**config.mk**
```make
export PLATFORM = sky130hd
export DESIGN_NAME = muldiv_sequencer
export DESIGN_NICKNAME = d
export VERILOG_FILES = /design/src/rtl/muldiv_pkg.sv /design/src/rtl/muldiv_timeout_counter.sv /design/src/rtl/muldiv_sequencer.sv
export SDC_FILE = /design/constraint.sdc
export NUM_CORES = 1
export LEC_CHECK = 0
export CAP_MARGIN = 25
export CORE_ASPECT_RATIO = 0.7
export CORE_MARGIN = 5
export CORE_UTILIZATION = 40
export DETAILED_ROUTE_END_ITERATION = 16
export PLACE_DENSITY = 0.84
export SLEW_MARGIN = 30
export SYNTH_ARGS = -nofsm -noshare
export SYNTH_HDL_FRONTEND = slang
export SYNTH_SLANG_ARGS = --single-unit
```
**constraint.sdc**
```tcl
create_clock -name clock -period 2 [get_ports clock]
set_input_delay 0.4 -clock clock [delete_from_list [all_inputs] [get_ports clock]]
set_output_delay 0.4 -clock clock [all_outputs]
set_load 0.005 [all_outputs]
```
**src/rtl/muldiv_pkg.sv**
```systemverilog
// Shared types and constants for the multiply/divide sequencer.
package muldiv_pkg;

    typedef enum logic [1:0] {
        S_IDLE  = 2'd0,
        S_START = 2'd1,
        S_BUSY  = 2'd2,
        S_DONE  = 2'd3
    } state_e;

    localparam logic OP_MULT = 1'b0;
    localparam logic OP_DIV  = 1'b1;

endpackage

```
**src/rtl/muldiv_timeout_counter.sv**
```systemverilog
// 6-bit BUSY-cycle counter with synchronous clear/enable; flags when the limit is reached.
module muldiv_timeout_counter #(
    parameter int unsigned TIMEOUT = 40
) (
    input  logic clock,
    input  logic reset_n,
    input  logic clear,
    input  logic enable,
    output logic expired
);

    logic [5:0] count_q, count_d;

    always_comb begin
        count_d = count_q;
        if (clear) begin
            count_d = '0;
        end else if (enable) begin
            count_d = count_q + 6'd1;
        end
    end

    always_ff @(posedge clock or negedge reset_n) begin
        if (!reset_n) begin
            count_q <= '0;
        end else begin
            count_q <= count_d;
        end
    end

    assign expired = (count_q == 6'(TIMEOUT));

endmodule

```
**src/rtl/muldiv_sequencer.sv**
```systemverilog
// Issues one MULT/DIV to the shared units, holds operands, and returns the result on a
// valid/ready response port; stalls the pipeline via busy while an op is outstanding.
module muldiv_sequencer
    import muldiv_pkg::*;
#(
    parameter int unsigned WIDTH   = 32,
    parameter int unsigned TAG_W   = 5,
    parameter int unsigned TIMEOUT = 40
) (
    input  logic             clock,
    input  logic             reset_n,
    input  logic             req_valid,
    output logic             req_ready,
    input  logic             req_op,
    input  logic [WIDTH-1:0] req_a,
    input  logic [WIDTH-1:0] req_b,
    input  logic [TAG_W-1:0] req_tag,
    input  logic             flush,
    output logic             busy,
    output logic             ctrl_MULT,
    output logic             ctrl_DIV,
    output logic [WIDTH-1:0] unit_operandA,
    output logic [WIDTH-1:0] unit_operandB,
    input  logic [WIDTH-1:0] mult_result,
    input  logic [WIDTH-1:0] div_result,
    input  logic             mult_exception,
    input  logic             div_exception,
    input  logic             mult_resultRDY,
    input  logic             div_resultRDY,
    output logic             rsp_valid,
    input  logic             rsp_ready,
    output logic [WIDTH-1:0] rsp_result,
    output logic             rsp_exception,
    output logic [TAG_W-1:0] rsp_tag
);

    state_e             state_q, state_d;
    logic               op_q, op_d;
    logic               div0_q, div0_d;
    logic [WIDTH-1:0]   a_q, a_d;
    logic [WIDTH-1:0]   b_q, b_d;
    logic [TAG_W-1:0]   tag_q, tag_d;
    logic [WIDTH-1:0]   result_q, result_d;
    logic               exc_q, exc_d;

    logic               sel_rdy;
    logic               sel_exc;
    logic [WIDTH-1:0]   sel_result;
    logic               cnt_expired;

    muldiv_timeout_counter #(
        .TIMEOUT (TIMEOUT)
    ) u_timeout (
        .clock   (clock),
        .reset_n (reset_n),
        .clear   (state_q == S_START),
        .enable  (state_q == S_BUSY),
        .expired (cnt_expired)
    );

    // Only the unit that was started is listened to.
    assign sel_rdy    = (op_q == OP_DIV) ? div_resultRDY  : mult_resultRDY;
    assign sel_exc    = (op_q == OP_DIV) ? div_exception  : mult_exception;
    assign sel_result = (op_q == OP_DIV) ? div_result     : mult_result;

    always_comb begin
        state_d  = state_q;
        op_d     = op_q;
        div0_d   = div0_q;
        a_d      = a_q;
        b_d      = b_q;
        tag_d    = tag_q;
        result_d = result_q;
        exc_d    = exc_q;

        unique case (state_q)
            S_IDLE: begin
                if (req_valid && req_ready) begin
                    op_d     = req_op;
                    a_d      = req_a;
                    b_d      = req_b;
                    tag_d    = req_tag;
                    div0_d   = (req_op == OP_DIV) && (req_b == '0);
                    result_d = '0;
                    exc_d    = (req_op == OP_DIV) && (req_b == '0);
                    state_d  = S_START;
                end
            end
            // Divide-by-zero passes through START without a pulse and answers directly.
            S_START: state_d = div0_q ? S_DONE : S_BUSY;
            S_BUSY: begin
                if (sel_rdy) begin
                    result_d = sel_result;
                    exc_d    = sel_exc;
                    state_d  = S_DONE;
                end else if (cnt_expired) begin
                    result_d = '0;
                    exc_d    = 1'b1;
                    state_d  = S_DONE;
                end
            end
            S_DONE: begin
                if (rsp_ready) begin
                    state_d = S_IDLE;
                end
            end
            default: state_d = S_IDLE;
        endcase

        if (flush) begin
            state_d = S_IDLE;
        end
    end

    always_ff @(posedge clock or negedge reset_n) begin
        if (!reset_n) begin
            state_q  <= S_IDLE;
            op_q     <= OP_MULT;
            div0_q   <= 1'b0;
            a_q      <= '0;
            b_q      <= '0;
            tag_q    <= '0;
            result_q <= '0;
            exc_q    <= 1'b0;
        end else begin
            state_q  <= state_d;
            op_q     <= op_d;
            div0_q   <= div0_d;
            a_q      <= a_d;
            b_q      <= b_d;
            tag_q    <= tag_d;
            result_q <= result_d;
            exc_q    <= exc_d;
        end
    end

    assign req_ready     = (state_q == S_IDLE) && !flush;
    assign busy          = (state_q != S_IDLE);
    assign ctrl_MULT     = (state_q == S_START) && !flush && !div0_q && (op_q == OP_MULT);
    assign ctrl_DIV      = (state_q == S_START) && !flush && !div0_q && (op_q == OP_DIV);
    assign unit_operandA = a_q;
    assign unit_operandB = b_q;
    assign rsp_valid     = (state_q == S_DONE);
    assign rsp_result    = result_q;
    assign rsp_exception = exc_q;
    assign rsp_tag       = tag_q;

endmodule
```
# Yosys cells after proc, flatten, opt, wreduce, memory -nomap -nowiden

Index checks and enable logic that the tools add are counted.

Bits in registers: 112
Output and inout bits: 107
Logic and storage cells: 57

$add $sub $neg: 1
Eq/ne operators: 9
Muxes and demuxes: 20
Bitwise logic cells: 1
Reductions and logical operators: 17

Operators by type and width:

| cell                | count |
|---|---|
| $mux 32             | 4 |
| $pmux 32 s2         | 1 |
| $logic_not 32->1    | 1 |
| $mux 6              | 2 |
| $mux 2              | 5 |
| $pmux 2 s4          | 1 |
| $logic_and 1x1->1   | 7 |
| $add 6x1->6 const B | 1 |
| $eq 6x6->1 const B  | 1 |
| $mux 1              | 6 |
| $ne 3x3->1 const B  | 2 |
| $reduce_and 3->1    | 2 |
| $reduce_bool 2->1   | 3 |
| $eq 2x2->1 const B  | 2 |
| $ne 4x4->1 const B  | 1 |
| $ne 3x2->1 const B  | 1 |
| $eq 2x1->1 const B  | 1 |
| $logic_not 1->1     | 2 |
| $logic_not 2->1     | 1 |
| $ne 2x2->1 const B  | 1 |
| $pmux 1 s2          | 1 |
| $reduce_and 2->1    | 1 |
| $not 1->1           | 1 |

# Longest topological paths before layout

Word-level depth: 6
Mapped depth: 8
Gate-level depth less buffers: 6

# Cells and area by module

A second synthesis with hierarchy kept.

Cell total of the unflattened synthesis: 367
Area, all modules: 4847.1 um2

Modules (own cells, without submodules):

| module                 | times used | cells each | area an instance (um2) | sequential area each (um2) |
|---|---|---|---|---|
| muldiv_sequencer       | 1          | 338        | 4545.6                 | 2652.5 |
| muldiv_timeout_counter | 1          | 29         | 301.5                  | 150.1 |

# Least setup slack after synthesis

OpenSTA, ideal clock, no wires.

Path type: register -> register
Start: register state_q[0]
End: register result_q[10] (netlist: rsp_result[10])
Library setup time: 0.125 ns
Data arrival time: 1.627 ns
Data required time: 1.875 ns
Path slack: 0.248 ns
Cell stages (with the launch flop): 9
Cells stage by stage: dfrtp_1 inv_1 ha_1 nand3b_1 buf_2 o21ai_1 nand2_4 buf_6 mux2_4

Cells in the longest elaborated chain, start to end: 5

RTL lines:

| what                              | line                                            | text |
|---|---|---|
| start: declaration                | muldiv_sequencer.sv:37                          | `state_e state_q, state_d;` |
| start signal: assignment          | muldiv_sequencer.sv:126                         | `state_q <= state_d;` |
| $logic_not 2->1                   | muldiv_sequencer.sv:76, muldiv_sequencer.sv:137 |  |
| $logic_and 1x1->1                 | muldiv_sequencer.sv:137                         | `assign req_ready = (state_q == S_IDLE) && !flush;` |
| $logic_and 1x1->1                 | muldiv_sequencer.sv:78                          | `if (req_valid && req_ready) begin` |
| $ne 2x2->1 (no source line)       | -                                               |  |
| $reduce_and 3->1 (no source line) | -                                               |  |
| end signal: assignment            | muldiv_sequencer.sv:132                         | `result_q <= result_d;` |
| end: declaration                  | muldiv_sequencer.sv:43                          | `logic [WIDTH-1:0] result_q, result_d;` |

Parallel ways exist; a longest one is shown, timed or not.
A chain may end at the register's enable or synchronous reset.

# Worst setup path in the final report

Start: register state_q[1]
End: output ctrl_DIV

Cells in the longest elaborated chain, start to end: 4

RTL lines:

| what                           | line                    | text |
|---|---|---|
| $eq 2x1->1                     | muldiv_sequencer.sv:140 | `assign ctrl_DIV = (state_q == S_START) && !flush && !div0_q && (op_q == OP_DIV);` |
| $logic_and 1x1->1 (3 in a row) | muldiv_sequencer.sv:140 |  |
| end: declaration               | muldiv_sequencer.sv:21  | `output logic ctrl_DIV,` |

Every way passes these cells.

==> flow_metrics.tcl <==
set metrics [dict create \
    run_status "finished, violations left" \
    violations "negative hold slack" \
    start_kind "register" \
    vias 3915 \
    grt_pass1_wl_um 23800 \
    clock_skew_ns 0.00914 \
    ant_nets 0 \
    holdBufCountCts 0 \
    p_leak_nw 3.65 \
    multiInputGateArea_um2 2190 \
    drtIter0Drc 176 \
    drc_errors 0 \
    slew_headroom_pct 63.4 \
    clock-sinks 112 \
    routedLengthMet1_um 5920 \
    synthesis.nets 520 \
    required_ns 1.60 \
    ctsHtreeMaxLevel 3 \
    grt_antenna_before_repair 0 \
    gr-total-overflow 0 \
    finalSetupViolCount 0 \
    yosysSeqAreaShare_pct 55.0 \
    syn_area_um2 5100 \
    num_antenna_cells 0 \
    cts_tree "built" \
    fin_crit_sh_pct 95.8 \
    fp.dieH_um 104 \
    hold_path_class "primary input to asynchronous set/reset pin" \
    finalWorstSetupSlack_ns 0.0850 \
    drive_above_1_share_pct 23.5 \
    drv_slew 0 \
    via_per_inst 4.90 \
    final_cells 799 \
    globalplace.congestion 0.830 \
    cts_buffers 9 \
    die_w_um 145 \
    hold_violations 7 \
    pre_cts_ws_ns -0.163 \
    top_layer_used "met4" \
    final_cell_mix "243 x clkdlybuf4s50_1, 111 x dfrtp_1, 74 x mux2_2, 36 x nor2_1, 33 x mux2i_1" \
    setup.worst_path.end_class "primary output" \
    grt_max_degree 53 \
    fin_crit_ns 1.92 \
    power.density_nw_per_um2 1280 \
    worstPathMaxFanout 4 \
    path_clk_slew_ns 0.08 \
    ys_ff_latch 112 \
    cts_root_buffer "clkbuf_16" \
    fmax_mhz 522 \
    grt_pass1_vias 4521 \
    grt_usage_pct 19.0 \
    clk_latency_ns 0.34 \
    routed_wl_um 14700 \
    final_common_cell "clkdlybuf4s50_1" \
    tightest_slew_ns 0.549 \
    yosys_most_used_dff "dfrtp_1" \
    ir_worst_vdd_mv 0.752 \
    pin_count 250 \
    synthArstFlopShare_pct 100 \
    rsz0062_at_grt "no" \
    hold_slack_ns -0.0102 \
    critPathArrivalTime_ns 1.52 \
    place_hpwl_um 11500 \
    wire_per_inst_um 18.4 \
    synth_edf_count 0 \
    io_buffers 249 \
    p_total_w 0.0106 \
    core_area_um2 12500 \
    ys_warn_count 0 \
    start_util_pct 40.9 \
    wl_met3_um 1400 \
    syn_to_final_growth_pct 61.5 \
    final_nets 781 \
    dr.pass1.iters 4 \
    dieArea_um2 15100 \
    path_class "register to primary output" \
    yosys.cell_types.count 35 \
    n_fill_cell 945 \
    clockBufferDepth 2 \
    cap_violations 0 \
    avgSynthCellArea_um2 13.7 \
    wl_met2_um 7250 \
    ff_latch_area_um2 2800 \
    place_inst 781 \
    synthCells 371 \
    num_rows 34 \
]
==> path summary, 6_finish.rpt <==
path                       depth (start not counted)                             to  slack (ns)                          start
setup / recovery                                   4                       ctrl_DIV        0.08         state_q[1]$_DFFE_PN0P_
hold / removal                                     1         rsp_tag[1]$_DFFE_PN0P_       -0.01                        reset_n
setup reg to reg                                   8     rsp_result[31]$_DFFE_PN0P_        0.18         state_q[0]$_DFFE_PN0P_
hold reg to reg                                    1  unit_operandB[31]$_DFFE_PN0P_        0.51  unit_operandB[31]$_DFFE_PN0P_
max in group asynchronous                          2  unit_operandB[23]$_DFFE_PN0P_        1.38                        reset_n
min in group clock                                 1  unit_operandB[31]$_DFFE_PN0P_        0.51  unit_operandB[31]$_DFFE_PN0P_
==> layout make-up <==
type | instances | area share, %
Sequential cell | 112 | 34.1
Timing Repair Buffer | 270 | 33.1
Multi-Input combinational cell | 228 | 26.6
Clock buffer | 11 | 2.83
Tap cell | 162 | 2.46
Inverter | 11 | 0.501
Clock inverter | 5 | 0.486
==> power by group <==
group / total (W) / internal, W / switching (W)
Clock: 0.00168 / 0.000860 / 0.000821
Sequential: 0.00377 / 0.00321 / 0.000558
Combinational: 0.00510 / 0.00326 / 0.00184
==> routing by layer <==
layer  up-vias  GRT usage [%]
met2       145           31.4
met3        12           8.89
met4         0           3.70
met5         -              0
li1       1833              -
met1      1925           22.9
==> cell usage after synthesis, types with 5 or more instances <==
| library cell | number | area [um^2] |
|---|---|---|
| nor4_1 | 8 | 50.1 |
| mux2_2 | 74 | 833 |
| inv_1 | 11 | 41.3 |
| nand2_1 | 5 | 18.8 |
| ha_1 | 6 | 75.1 |
| dfrtp_1 | 112 | 2800 |
| nor2_1 | 36 | 135 |
| buf_2 | 13 | 65.1 |
| mux2i_1 | 33 | 330 |
| mux2_4 | 29 | 435 |
==> worst max-delay path, stage by stage (launching register included) <==
cell             delay (ns)
dfrtp_1                0.40
inv_2                  0.12
ha_4                   0.15
nor4bb_4               0.27
clkdlybuf4s15_2        0.24
==> registers in the layout (all words and copies together) (netlist names) <==
| signal | cells |
|---|---|
| unit_operandA | 32 |
| div0_q | 1 |
| rsp_tag | 5 |
| rsp_exception | 1 |
| op_q | 1 |
| u_timeout.count_q | 6 |
| unit_operandB | 32 |
| state_q | 2 |
| rsp_result | 32 |
==> through the flow <==
stage / util, % / setup TNS [ns] / area (um^2)
detailed placement: 63.4 / -2.39 / 7900
global route: 66.1 / 0 / 8230
finish: 66.1 / 0 / 8230
CTS: 65.9 / 0 / 8220
global placement: 63.4 / -0.867 / 7900
floorplan: - / 0 / 5100
==> logic make-up (layout without fill, tap and decap cells) <==
family          after synthesis  after routing  synth area share (%)
mux                         136            136                  31.4
flops                       112            112                  55.0
simple gates                 66             66                  6.38
buf+inv                      31            297                  3.04
compound gates               18             18                  2.43
fa+ha+maj                     6              6                  1.47
xor+xnor                      2              2                 0.344
==> repair_timing <==
item,CTS,global route
setup endpoints to repair,4,4
resized for setup,14,3
setup buffers,2,0
(Power assumes the default switching activity.)
